### config.mk
export PLATFORM = sky130hd
export DESIGN_NAME = mult_acc_pipe
export DESIGN_NICKNAME = d
export VERILOG_FILES = /design/src/rtl/mult_acc_pipe.sv
export SDC_FILE = /design/constraint.sdc
export NUM_CORES = 1
export LEC_CHECK = 0
export CORE_MARGIN = 1.5
export CORE_UTILIZATION = 50
export CTS_CLUSTER_SIZE = 10
export DETAILED_ROUTE_END_ITERATION = 8
export PLACE_DENSITY_LB_ADDON = 0.05
export SYNTH_ARGS = -nofsm -noshare
export SYNTH_HDL_FRONTEND = slang
export SYNTH_SLANG_ARGS = --single-unit
### constraint.sdc
create_clock -name clk -period 10 [get_ports clk]
set_input_delay 2.5 -clock clk [delete_from_list [all_inputs] [get_ports clk]]
set_output_delay 2.5 -clock clk [all_outputs]
set_load 0.1 [all_outputs]
### src/rtl/mult_acc_pipe.sv
// Pipelined signed/unsigned multiply-accumulate with valid/ready streaming on both sides.
// PIPE_STAGES cycles from acceptance to out; every stage freezes while the output is stalled.
module mult_acc_pipe #(
  parameter int A_WIDTH     = 16,
  parameter int B_WIDTH     = 16,
  parameter int ACC_WIDTH   = 40,
  parameter int PIPE_STAGES = 2
) (
  input  logic                 clk,
  input  logic                 rst,
  input  logic                 in_valid,
  output logic                 in_ready,
  input  logic [A_WIDTH-1:0]   a,
  input  logic [B_WIDTH-1:0]   b,
  input  logic                 is_signed,
  input  logic                 acc_en,
  input  logic                 acc_clear,
  output logic                 out_valid,
  input  logic                 out_ready,
  output logic [ACC_WIDTH-1:0] out,
  output logic                 overflow
);

  localparam int PW = A_WIDTH + B_WIDTH;

  typedef struct packed {
    logic               vld;
    logic               sgn;
    logic               en;
    logic               clr;
    logic [A_WIDTH-1:0] a;
    logic [B_WIDTH-1:0] b;
  } op_t;

  typedef struct packed {
    logic                 vld;
    logic                 sgn;
    logic                 en;
    logic                 clr;
    logic [ACC_WIDTH-1:0] p;
  } prod_t;

  logic                 adv;
  op_t                  op_in;
  op_t                  mul_op;
  prod_t                prod_c;
  prod_t                fin;
  logic [PW-1:0]        mul_a_x;
  logic [PW-1:0]        mul_b_x;
  logic [PW-1:0]        mul_p;
  logic [ACC_WIDTH-1:0] base;
  logic [ACC_WIDTH:0]   sum;

  logic                 out_valid_q, out_valid_d;
  logic [ACC_WIDTH-1:0] out_q, out_d;
  logic                 overflow_q, overflow_d;
  logic [ACC_WIDTH-1:0] acc_q, acc_d;

  assign adv       = !out_valid_q || out_ready;
  assign in_ready  = adv;
  assign out_valid = out_valid_q;
  assign out       = out_q;
  assign overflow  = overflow_q;
  assign op_in     = {in_valid, is_signed, acc_en, acc_clear, a, b};

  generate
    if (PIPE_STAGES == 1) begin : g_direct
      assign mul_op = op_in;
    end else begin : g_opreg
      op_t op_q, op_d;

      always_comb begin
        op_d = op_q;
        if (adv) op_d = op_in;
      end

      always_ff @(posedge clk) begin
        if (rst) op_q <= '0;
        else     op_q <= op_d;
      end

      assign mul_op = op_q;
    end
  endgenerate

  // Low PW bits of the extended-operand product are exact in both modes; only the
  // extension above PW depends on signedness.
  always_comb begin
    mul_a_x  = {{B_WIDTH{mul_op.sgn & mul_op.a[A_WIDTH-1]}}, mul_op.a};
    mul_b_x  = {{A_WIDTH{mul_op.sgn & mul_op.b[B_WIDTH-1]}}, mul_op.b};
    mul_p    = mul_a_x * mul_b_x;
    prod_c.vld = mul_op.vld;
    prod_c.sgn = mul_op.sgn;
    prod_c.en  = mul_op.en;
    prod_c.clr = mul_op.clr;
    prod_c.p   = {ACC_WIDTH{mul_op.sgn & mul_p[PW-1]}};
    prod_c.p[PW-1:0] = mul_p;
  end

  generate
    if (PIPE_STAGES > 2) begin : g_mid
      localparam int MIDN = PIPE_STAGES - 2;
      prod_t mid_q [MIDN];
      prod_t mid_d [MIDN];

      always_comb begin
        for (int i = 0; i < MIDN; i++) mid_d[i] = mid_q[i];
        if (adv) begin
          mid_d[0] = prod_c;
          for (int i = 1; i < MIDN; i++) mid_d[i] = mid_q[i-1];
        end
      end

      always_ff @(posedge clk) begin
        if (rst) begin
          for (int i = 0; i < MIDN; i++) mid_q[i] <= '0;
        end else begin
          mid_q <= mid_d;
        end
      end

      assign fin = mid_q[MIDN-1];
    end else begin : g_nomid
      assign fin = prod_c;
    end
  endgenerate

  always_comb begin
    base        = (fin.clr || !fin.en) ? '0 : acc_q;
    sum         = {1'b0, base} + {1'b0, fin.p};
    out_valid_d = out_valid_q;
    out_d       = out_q;
    overflow_d  = overflow_q;
    acc_d       = acc_q;
    if (adv) begin
      out_valid_d = fin.vld;
      if (fin.vld) begin
        out_d      = sum[ACC_WIDTH-1:0];
        acc_d      = sum[ACC_WIDTH-1:0];
        // Signed wrap: like-signed addends producing a result of the other sign.
        overflow_d = fin.sgn ? ((base[ACC_WIDTH-1] == fin.p[ACC_WIDTH-1]) &&
                                (sum[ACC_WIDTH-1] != base[ACC_WIDTH-1]))
                             : sum[ACC_WIDTH];
      end
    end
  end

  always_ff @(posedge clk) begin
    if (rst) begin
      out_valid_q <= 1'b0;
      out_q       <= '0;
      overflow_q  <= 1'b0;
      acc_q       <= '0;
    end else begin
      out_valid_q <= out_valid_d;
      out_q       <= out_d;
      overflow_q  <= overflow_d;
      acc_q       <= acc_d;
    end
  end

endmodule

# Word level (Yosys, flattened, before mapping)
# Cells that the tools add are included.
# totals
register_bits	78
in_bits	39
output_inout_bits	43
wordCells	24
# op_classes
n_addsub	1
n_mul	1
n_eq_ne	2
muxes	2
n_bitwise	3
n_reduce_logical	6
# op_table
op	n
$add 40x40->41	1
$mux 40	1
$mul 17x17->32	1
$and 1x1->1	3
$logic_not 1->1	2
$logic_or 1x1->1	2
$reduce_and 2->1	1
$eq 1x1->1	1
$logic_and 1x1->1	1
$mux 1	1
$ne 1x1->1	1

# Longest topological paths before layout
# Gate-level depths: netlist (run 1).
# depth
ltp_word	7
ltp_mapped	39
ltp_nobuf	38

# Worst setup path after synthesis (run 1)
# Ideal clock, no wire load.
# synth_timing
path_type	flip-flop to flip-flop
start	register g_opreg.op_q[27] (netlist bit)
end	register overflow_q (netlist: overflow)
setup_ns	0.133
arrival_time_ns	8.091
t_required_ns	9.867
path_slack_ns	1.776
path_stages_with_launch	38
path_buffers	2
period_less_slack_ns	8.224
path_cell_list	dfxtp_1 -> clkbuf_1 -> clkbuf_1 -> nand2_1 -> fa_1 -> inv_1 -> fa_1 -> inv_1 -> fa_1 -> inv_1 -> fa_1 -> fa_1 -> inv_1 -> fa_1 -> inv_1 -> ha_1 -> o21a_1 -> o21a_1 -> [2 not listed] -> nand2b_1 -> nand2_1 -> a21o_1 -> a21oi_1 -> xnor2_1 -> ha_1 -> a21o_1 -> a21o_1 -> a2111oi_2 -> o311ai_1 -> a21oi_1 -> o31ai_2 -> o211ai_1 -> a31oi_2 -> o31ai_2 -> mux2_1 -> nor2_1 -> nor4_2
# synth_via
elab_chain_len	6
word_cells_on_any_way	7
cone_classes	add/sub (1); mul (1); eq/ne (2); mux (1); bitwise (1); reduce/logical (1)
# synth_lines
item	line_no	text
start, declared	70	op_t op_q, op_d;
start signal, assigned	79	else op_q <= op_d;
$mul 17x17->32 (*)	91	mul_p = mul_a_x * mul_b_x;
$and 1x1->1	96	prod_c.p = {ACC_WIDTH{mul_op.sgn & mul_p[PW-1]}};
$add 40x40->41	130	sum = {1'b0, base} + {1'b0, fin.p};
$ne 1x1->1	142	(sum[ACC_WIDTH-1] != base[ACC_WIDTH-1]))
$logic_and 1x1->1	141	overflow_d = fin.sgn ? ((base[ACC_WIDTH-1] == fin.p[ACC_WIDTH-1]) &&
$mux 1 (*)	141	
end signal, assigned	157	overflow_q <= overflow_d;
end, declared	56	logic overflow_q, overflow_d;
# Mark *: on every way between the ends. The rest lies on a longest branch, timed or not.
# A chain may end at the register's enable or synchronous reset.

# Final worst setup path (run 1)
# layout_timing
start	register g_opreg.op_q[21] (netlist bit)
end	register overflow_q (netlist: overflow)
# Same word-level chain as after synthesis.

==> results.ini, run 1 <==
[grt]
grt_max_degree = 83
overflow = 0
grt_usage = 0.2636
grt_first_pass_wirelength_um = 65910
antenna_found_initial = 0
grt_pass1_vias = 12410

[floorplan]
die_w_um = 178.9
die_area_sq_mm = 0.03201
core_sq_mm = 0.03051
die_h_um = 178.9
initial_core_util = 0.5071
ioPinCount = 82
row_count = 64

[worst_hold_path]
min_to = acc_q[28]$_SDFFE_PP0P_
min_from = acc_q[28]$_SDFFE_PP0P_
min_path_cells = 2
hold_class = reg -> reg

[yosys]
synth_flop_cell = dfxtp_1
synth_area_per_cell_sq_um = 8.473
synth_warnings = 0
async_reset_ff_frac = 0
netlist_area_sq_mm = 0.01547
ys_ff_latch = 78
synthDistinctLibCells = 76
synth-edff-count = 0
ys_seq_area_frac = 0.1009
synthesis.nets = 2266
syn_inst = 1826

[critical_path]
crit_required_ns = 10.21
path_buf_inv = 7
cp-start-kind = register
cp-end-kind = register
worstReg2RegEnd = overflow$_SDFFE_PP0P_
arrival_ns = 9.40
critPathMaxFanout = 18
ff2ff_path_depth = 38
worst_path_most_repeated_cell = inv_1
cp_top_family = compound AO/OA/AOI/OAI gates
critPathMaxStageDelay_ns = 0.86
reg2reg_from = g_opreg.op_q[21]$_SDFFE_PP0N_
r2r_setup_slack_ns = 0.81
worst_path_max_delay_cell = dfxtp_1
setup.worst_path.class = reg -> reg

[place]
gp_congestion = 0.8817
dp_slack_ns = 0.8685
portBuffers = 81
dp_hpwl_um = 31340
placed_area_sq_mm = 0.01659

[layout]
num_antenna_cells = 0
syn_to_final_growth_pct = 9.324
layout.nets = 2294
finalInstanceArea_sq_mm = 0.01692
layout-drive-gt1-share = 0.03658

[status]
status = finished, final reports clean

[timing]
period_share = 0.9188
setup_violations = 0
worstMarginPinSlew_ns = 1.064
fin_setup_tns_ns = 0
timing.fmax_ghz = 0.1088
setup_ws_ns = 0.8121
maxSlewViolCount = 0
hold_viol = 0
slew_headroom = 0.2894
rsz0062_at_grt = no
fin_worst_skew_ns = 0.005776
whs_ns = 0.4661
period_minus_slack_ns = 9.188

[clocking]
cts_inserted_buffers = 9
cts.path.max_buffers = 2
cts_sinks = 78
clkLatencyLatePin_ns = 0.36
tritoncts = built
root_buffer = clkbuf_16
postCtsSetupRepairBufs = 0
cts.clk_slew.worst_paths_ns = 0.07
ctsResizeCount = 0
htree_levels = 3
holdBufCountCts = 0

[power]
p_leak_uw = 0.008399
ir_drop_v = 0.0001114
totalPowerFinal_uw = 2091
power_density_mw_per_mm2 = 123.6

[route]
drtPass1Iterations = 5
vias = 11950
wirelength_um = 39110
wl_per_cell_um = 17.34
via_per_inst = 5.301
dr.first_iter.drc_count = 617
ant_nets = 0
drcViolationCount = 0

[flow_run]
max-cap-violations = 0

kinds of logic (layout without fill, tap and decap cells):
kind of cell / after synthesis / count (layout) / share of synthesized area
AOI/OAI and AO/OA: 259 / 259 / 0.1073
xor gates and xnor gates: 69 / 69 / 0.04003
adders and majority gates: 404 / 404 / 0.4636
buffers and inverters: 407 / 440 / 0.1005
DFF: 78 / 78 / 0.1009
muxes: 3 / 3 / 0.002022
and+or+nand+nor: 606 / 606 / 0.1856
worst max-delay path by stage:
stage                                        from                    end  slack, ns  depth (start not counted)
CTS                 g_opreg.op_q[21]$_SDFFE_PP0N_  overflow$_SDFFE_PP0P_       0.81                         38
global route        g_opreg.op_q[20]$_SDFFE_PP0N_  overflow$_SDFFE_PP0P_       0.31                         38
floorplan           g_opreg.op_q[27]$_SDFFE_PP0N_  overflow$_SDFFE_PP0P_       1.78                         37
global placement    g_opreg.op_q[22]$_SDFFE_PP0N_  overflow$_SDFFE_PP0P_       1.02                         33
detailed placement  g_opreg.op_q[21]$_SDFFE_PP0N_  overflow$_SDFFE_PP0P_       0.87                         38
finish              g_opreg.op_q[21]$_SDFFE_PP0N_  overflow$_SDFFE_PP0P_       0.81                         38
synth_stat cells, types with 3 or more instances:
master | n | area share
o21bai_1 | 9 | 0.0044
a311o_1 | 3 | 0.0019
nor3_1 | 15 | 0.0049
inv_1 | 323 | 0.078
nand2_1 | 302 | 0.073
o21a_1 | 5 | 0.0024
xnor2_1 | 52 | 0.029
o211ai_1 | 6 | 0.0029
dfxtp_1 | 78 | 0.10
nand3_1 | 13 | 0.0042
ha_1 | 118 | 0.095
a21o_1 | 27 | 0.013
or2_2 | 6 | 0.0024
o31ai_1 | 3 | 0.0015
nor2b_1 | 6 | 0.0024
o21ai_0 | 31 | 0.010
fa_1 | 283 | 0.37
a22oi_1 | 5 | 0.0024
and2_1 | 159 | 0.064
and3_1 | 17 | 0.0069
clkbuf_1 | 77 | 0.019
o21ai_1 | 4 | 0.0013
nand4_1 | 3 | 0.0012
a21oi_1 | 119 | 0.038
a2111oi_0 | 3 | 0.0017
a211oi_1 | 8 | 0.0039
o31ai_2 | 3 | 0.0024
buf_1 | 3 | 0.00073
nor2_1 | 64 | 0.016
nand2b_1 | 7 | 0.0028
xor2_1 | 15 | 0.0085
a221oi_1 | 3 | 0.0017
nor3b_1 | 3 | 0.0015
through the flow:
step	util	cells
after floorplan	-	1826
after global placement	0.5437	2239
after detailed placement	0.5437	2239
after CTS	0.5544	2255
after global routing	0.5544	2255
final	0.5544	2255
final cells by class:
type / count / area, sq um
clock buffers: 9 / 225.2
clock inverters: 7 / 102.6
fillers: 2885 / 13590
inverters: 324 / 1219
multi-input cells: 1341 / 12360
flip-flops and latches: 78 / 1562
well taps: 396 / 495.5
repair buffers: 100 / 948.4
flip-flops by register name, indices dropped and copies added (netlist names):
signal        count
out_valid         1
acc_q            40
g_opreg.op_q     32
fin               4
overflow          1
cell usage in the layout (no fill, tap or decap), types with 4 or more instances in the layout:
master and n:
clkbuf_16 9, nand2_1 302, and2_1 159, nand3_1 13
a211oi_1 8, a21o_1 27, o21bai_1 9, xor2_1 15
dfxtp_1 78, nor2b_1 5, o21ai_0 31, fa_1 283
ha_1 118, or2_2 6, o211ai_1 6, buf_4 19
o21a_1 5, nand2b_1 7, inv_1 323, a21oi_1 119
clkdlybuf4s50_1 80, nor2_1 64, o21ai_1 4, xnor2_1 52
nor3_1 15, and3_1 17, a22oi_1 5
power by group:
| group | internal (uW) | total [uW] | switching (uW) |
|---|---|---|---|
| clock network | 223 | 385 | 162 |
| logic | 499 | 1310 | 810 |
| registers | 340 | 396 | 56.0 |
routing by layer:
| metal | wire, um | part of all wire | GRT usage | up-vias |
|---|---|---|---|---|
| met5 | 0 | 0 | 0 | - |
| met4 | 395 | 0.010 | 0.03924 | 0 |
| met3 | 1523 | 0.039 | 0.03244 | 28 |
| met2 | 18450 | 0.47 | 0.4287 | 234 |
| met1 | 18740 | 0.48 | 0.3834 | 5982 |
| li1 | - | - | - | 5709 |
worst min-delay path: stages (launching register included):
cell and delay [ns]:
dfxtp_1 0.32, nand2_1 0.05, a21oi_1 0.05
No activity file was read; power rests on OpenSTA's default activity.
==> run 2: changes to the inputs <==
--- a/config.mk
+++ b/config.mk
@@ -5,6 +5,7 @@
 export SDC_FILE = /design/constraint.sdc
 export NUM_CORES = 1
 export LEC_CHECK = 0
+export CORE_ASPECT_RATIO = 0.5
 export CORE_MARGIN = 1.5
 export CORE_UTILIZATION = 50
 export CTS_CLUSTER_SIZE = 10
==> results.ini, run 2 (same netlist as run 1, synthesis figures left out) <==
[status]
status = finished, final reports clean

[power]
switching_power_uw = 1077  ; +4.7%
pwr-share-comb = 0.638  ; +0.012
ir_drop_v = 0.0001095  ; -1.7%
seq_power_share = 0.186  ; -0.004
clkPwrFrac = 0.176  ; -0.008
p_leak_uw = 0.008420  ; +0.25%
power_density_mw_per_mm2 = 127.2  ; +2.9%
p_sw_frac = 0.4995  ; +0.007588
internal_power_uw = 1079  ; +1.5%

[timing]
timing.fmax_ghz = 0.1088  ; unchanged
maxSlewViolCount = 0  ; unchanged
setup_violations = 0  ; unchanged
period_minus_slack_ns = 9.188  ; +0.00003400 ns
fin_setup_tns_ns = 0  ; unchanged
worstMarginPinSlew_ns = 1.040  ; -0.02407 ns
fin_worst_skew_ns = 0.007213  ; +0.001437 ns
hold_viol = 0  ; unchanged
rsz0062_at_grt = no
setup_ws_ns = 0.8121  ; -0.00003400 ns
period_share = 0.9188  ; about the same
slew_headroom = 0.3060  ; +0.01660

[clocking]
postCtsSetupRepairBufs = 0  ; unchanged
root_buffer = clkbuf_16
tritoncts = built
ctsResizeCount = 0  ; unchanged
htree_levels = 3  ; unchanged
cts_sinks = 78  ; unchanged
clkLatencyLatePin_ns = 0.36  ; about the same
holdBufCountCts = 0  ; unchanged
cts_inserted_buffers = 9  ; unchanged
cts.clk_slew.worst_paths_ns = 0.06  ; about the same
cts.path.max_buffers = 2  ; unchanged

[route]
vias = 12350  ; +3.3%
ant_nets = 0  ; unchanged
via_per_inst = 5.456  ; +2.9%
wirelength_um = 43430  ; +11%
drcViolationCount = 0  ; unchanged
wl_per_cell_um = 19.19  ; +11%
dr.first_iter.drc_count = 911  ; +48%
drtPass1Iterations = 5  ; unchanged

[layout]
mostFrequentLayoutCell = inv_1
nFillCells = 2830  ; -1.9%
largest_reg_flops = 40  ; unchanged
syn_to_final_growth_pct = 9.543
layout.nets = 2299  ; +0.22%
top_register = acc_q
layout_common_cells = inv_1 (323), nand2_1 (302), fa_1 (283)
layout-drive-gt1-share = 0.03863  ; +0.002048
num_antenna_cells = 0  ; unchanged

[critical_path]
critPathMaxStageDelay_ns = 0.98  ; +0.12 ns
cp-start-kind = register
cp-end-kind = register
worst_path_most_repeated_cell = fa_1
worst_path_max_delay_cell = dfxtp_1
r2r_setup_slack_ns = 0.81  ; about the same
setup.worst_path.class = reg -> reg
crit_required_ns = 10.21  ; about the same
critPathMaxFanout = 18  ; unchanged
arrival_ns = 9.39  ; about the same

[grt]
grt_usage = 0.2900  ; +0.02640
grt_pass1_vias = 13090  ; +5.5%
grt_max_degree = 83  ; unchanged
grt_first_pass_wirelength_um = 71190  ; +8.0%
overflow = 0  ; unchanged
antenna_found_initial = 0  ; unchanged

[place]
portBuffers = 81  ; unchanged
gp_congestion = 0.9021  ; +2.3%
dp_hpwl_um = 34200  ; +9.1%
dp_slack_ns = 0.8858  ; +0.01734 ns

[worst_hold_path]
hold_class = reg -> reg

[floorplan]
die_area_sq_mm = 0.03207  ; +0.20%
die_h_um = 127.4  ; -29%
row_count = 45  ; -30%
initial_core_util = 0.5089  ; +0.001753
die_w_um = 251.8  ; +41%
core_sq_mm = 0.03040  ; -0.34%
ioPinCount = 82  ; unchanged

[flow_run]
max-cap-violations = 0  ; unchanged

[run 2: changes by cell type in the layout (fill, tap and decap cells not counted)]
cell	previous run	this run
buf_4	19	24
inv_6	2	0
clkbuf_1	0	1
clkbuf_8	0	1
clkinv_4	1	2
inv_8	1	0
nor2b_2	0	1
nor2b_4	1	0
[run 2: layout make-up]
class / count / area, sq um / area share
tap: 399 / 499.2 / 0.02946
timing repair buffer: 105 / 985.9 / 0.05817
clock inverter: 5 / 82.58 / 0.004872
clock buffer: 11 / 242.7 / 0.01432
multi-input combinational: 1341 / 12360 / 0.7291
sequential: 78 / 1562 / 0.09213
inverter: 324 / 1219 / 0.07190
[run 2: path summary, 6_finish.rpt]
kind                                       from  cells past startpoint               endpoint
setup / recovery  g_opreg.op_q[25]$_SDFFE_PP0N_                     33  overflow$_SDFFE_PP0P_
hold / removal            acc_q[8]$_SDFFE_PP0P_                      2  acc_q[8]$_SDFFE_PP0P_
setup reg to reg  g_opreg.op_q[25]$_SDFFE_PP0N_                     33  overflow$_SDFFE_PP0P_
hold reg to reg           acc_q[8]$_SDFFE_PP0P_                      2  acc_q[8]$_SDFFE_PP0P_
[run 2: layer usage]
metal	track usage	wire, um	vias to the layer above
li1	-	-	5716
met1	0.4075	20220	6214
met2	0.4396	18550	375
met3	0.09291	4008	42
met4	0.06270	647	0
met5	0	0	-
[run 2: critical path: cells and delay by family (launching register included)]
kind                     cells  cell delay, ns
AO/OA/AOI/OAI               15            3.09
XOR/XNOR                     1            0.14
adder cells (fa/ha/maj)      8            3.75
buffers and inverters        3            0.18
flip-flops                   1            0.98
multiplexers                 1            0.36
AND/OR/NAND/NOR              5            0.53
[run 2: per-stage QoR]
step / total power, uW / instances / hold slack, ns / util / instance area, sq um
final: 2155 / 2263 / 0.4602 / 0.5574 / 16950
after global routing: 2331 / 2263 / 0.4878 / 0.5574 / 16950
after CTS: 2156 / 2263 / 0.4644 / 0.5574 / 16950
after detailed placement: 1754 / 2247 / 0.4551 / 0.5467 / 16620
after global placement: 1742 / 2247 / 0.4470 / 0.5467 / 16620
after floorplan: 1368 / 1826 / 0.4349 / - / 15470
[run 2: power groups by stage]
stage | combinational (uW) | sequential (uW) | clock (uW)
2_1_floorplan | 857 | 512 | 0
3_3_place_gp | 1340 | 405 | 0
3_5_place_dp | 1350 | 406 | 0
4_1_cts | 1370 | 399 | 389
5_1_grt | 1530 | 404 | 400
6_report | 1380 | 400 | 380
==> run 3: changes to the inputs <==
--- a/config.mk
+++ b/config.mk
@@ -10,7 +10,9 @@
 export CORE_UTILIZATION = 50
 export CTS_CLUSTER_SIZE = 10
 export DETAILED_ROUTE_END_ITERATION = 8
+export GPL_TIMING_DRIVEN = 0
 export PLACE_DENSITY_LB_ADDON = 0.05
+export SLEW_MARGIN = 10
 export SYNTH_ARGS = -nofsm -noshare
 export SYNTH_HDL_FRONTEND = slang
 export SYNTH_SLANG_ARGS = --single-unit
==> results.ini, run 3 (same netlist as run 1, synthesis figures left out) <==
[floorplan]
die_area_sq_mm = 0.03207  ; unchanged
die_h_um = 127.4  ; unchanged
initial_core_util = 0.5089  ; unchanged
die_w_um = 251.8  ; unchanged
core_sq_mm = 0.03040  ; unchanged
row_count = 45  ; unchanged
ioPinCount = 82  ; unchanged

[critical_path]
worst_path_max_delay_cell = dfxtp_1
cp_top_family = compound AO/OA/AOI/OAI gates
arrival_ns = 9.82  ; +0.43 ns
path_buf_inv = 7  ; +4
crit_required_ns = 10.22  ; about the same
critPathMaxFanout = 10  ; -8
cp-start-kind = register
worst_path_most_repeated_cell = inv_1
setup.worst_path.class = reg -> reg
critPathMaxStageDelay_ns = 0.80  ; -0.18 ns
cp-end-kind = register

[timing]
hold_viol = 0  ; unchanged
timing.fmax_ghz = 0.1041  ; -4.3%
maxSlewViolCount = 0  ; unchanged
setup_violations = 0  ; unchanged
worstMarginPinSlew_ns = 1.036  ; -0.003946 ns
period_minus_slack_ns = 9.602  ; +0.4141 ns
fin_setup_tns_ns = 0  ; unchanged
fin_worst_skew_ns = 0.009470  ; +0.002257 ns
whs_ns = 0.4653  ; +0.005105 ns
rsz0062_at_grt = no
slew_headroom = 0.3074  ; +0.001415
period_share = 0.9602  ; +0.04141

[worst_hold_path]
hold_class = reg -> reg

[layout]
num_antenna_cells = 0  ; unchanged
mostFrequentLayoutCell = inv_1
top_register = acc_q
syn_to_final_growth_pct = 10.44
nFillCells = 2877  ; +1.7%
largest_reg_flops = 40  ; unchanged
layout.nets = 2347  ; +2.1%
layout_common_cells = inv_1 (323), nand2_1 (302), fa_1 (283)
layout-drive-gt1-share = 0.03713  ; -0.001493

[status]
status = finished, final reports clean

[grt]
grt_pass1_vias = 12690  ; -3.1%
overflow = 0  ; unchanged
busiest_layer = met2
grt_use_met1 = 0.4283  ; +0.02075
grt_usage = 0.2986  ; +0.008622
use_met3 = 0.07722  ; -0.01569
grt_max_degree = 14  ; -83%
grtUsageMet2 = 0.4521  ; +0.01251
antenna_found_initial = 1  ; +1
grt_first_pass_wirelength_um = 71980  ; +1.1%

[route]
drtPass1Iterations = 5  ; unchanged
vias = 12310  ; -0.34%
dr.first_iter.drc_count = 956  ; +4.9%
wl_per_cell_um = 19.39  ; +1.1%
wirelength_um = 44820  ; +3.2%
via_per_inst = 5.325  ; -2.4%
ant_nets = 0  ; unchanged
drcViolationCount = 0  ; unchanged

[clocking]
cts_inserted_buffers = 9  ; unchanged
holdBufCountCts = 0  ; unchanged
cts.clk_slew.worst_paths_ns = 0.07  ; about the same
root_buffer = clkbuf_16
cts_sinks = 78  ; unchanged
postCtsSetupRepairBufs = 0  ; unchanged
ctsResizeCount = 0  ; unchanged
clkLatencyLatePin_ns = 0.36  ; about the same
tritoncts = built
htree_levels = 3  ; unchanged
cts.path.max_buffers = 2  ; unchanged

[power]
ir_drop_v = 0.0001216  ; +11%
power_density_mw_per_mm2 = 127.2  ; about the same
p_leak_uw = 0.008469  ; +0.58%

[place]
dp_hpwl_um = 36560  ; +6.9%
portBuffers = 80  ; -1.2%
gp_congestion = 0.9308  ; +3.2%

[flow_run]
max-cap-violations = 0  ; unchanged

## run 3: stage by stage
stage / total power, uW / setup WS, ns / utilization / std cells / instance area [sq um]
after global routing: 2351 / 0.005039 / 0.5620 / 2311 / 17090
after floorplan: 1368 / 1.776 / - / 1826 / 15470
after global placement: 1776 / 0.1818 / 0.5516 / 2305 / 16770
final: 2174 / 0.3980 / 0.5620 / 2311 / 17090
after CTS: 2169 / 0.1743 / 0.5623 / 2321 / 17100
after detailed placement: 1770 / 0.1985 / 0.5516 / 2305 / 16770
## run 3: worst reg2reg max path, delay by kind of cell (launching register included)
family                   cells  cell delay [ns]
adder cells (fa/ha/maj)      8             3.08
multiplexers                 1             0.35
flip-flops                   1             0.80
AO/OA/AOI/OAI               16             3.73
buffers and inverters        7             0.82
XOR/XNOR                     1             0.15
AND/OR/NAND/NOR              5             0.51
## run 3: layout make-up
type,count,area (sq um),share of cell area
buffer,73,326.6,0.01911
clock buffer,11,242.7,0.01421
clock inverter,5,82.58,0.004833
inverter,324,1219,0.07132
multi-input combinational,1341,12360,0.7231
sequential,78,1562,0.09138
tap,399,499.2,0.02922
timing repair buffer,80,800.8,0.04686
## run 3: path summary, 6_finish.rpt
check | slack, ns | end | cells past startpoint | startpoint
hold reg to reg | 0.47 | fin[40]$_SDFFE_PP0N_ | 2 | fin[40]$_SDFFE_PP0N_
setup reg to reg | 0.40 | overflow$_SDFFE_PP0P_ | 38 | g_opreg.op_q[20]$_SDFFE_PP0N_
setup / recovery | 0.40 | overflow$_SDFFE_PP0P_ | 38 | g_opreg.op_q[20]$_SDFFE_PP0N_
hold / removal | 0.47 | fin[40]$_SDFFE_PP0N_ | 2 | fin[40]$_SDFFE_PP0N_
## run 3: report_power, final
part | internal, uW | switching [uW]
clock network | 226 | 152
logic | 509 | 899
registers | 340 | 47.5
total | 1080 | 1100
## run 3: metal layers
layer  wire (um)  part of all wire
met5           0                 0
met4         854             0.019
met3        4200             0.094
met2       19030              0.42
met1       20730              0.46
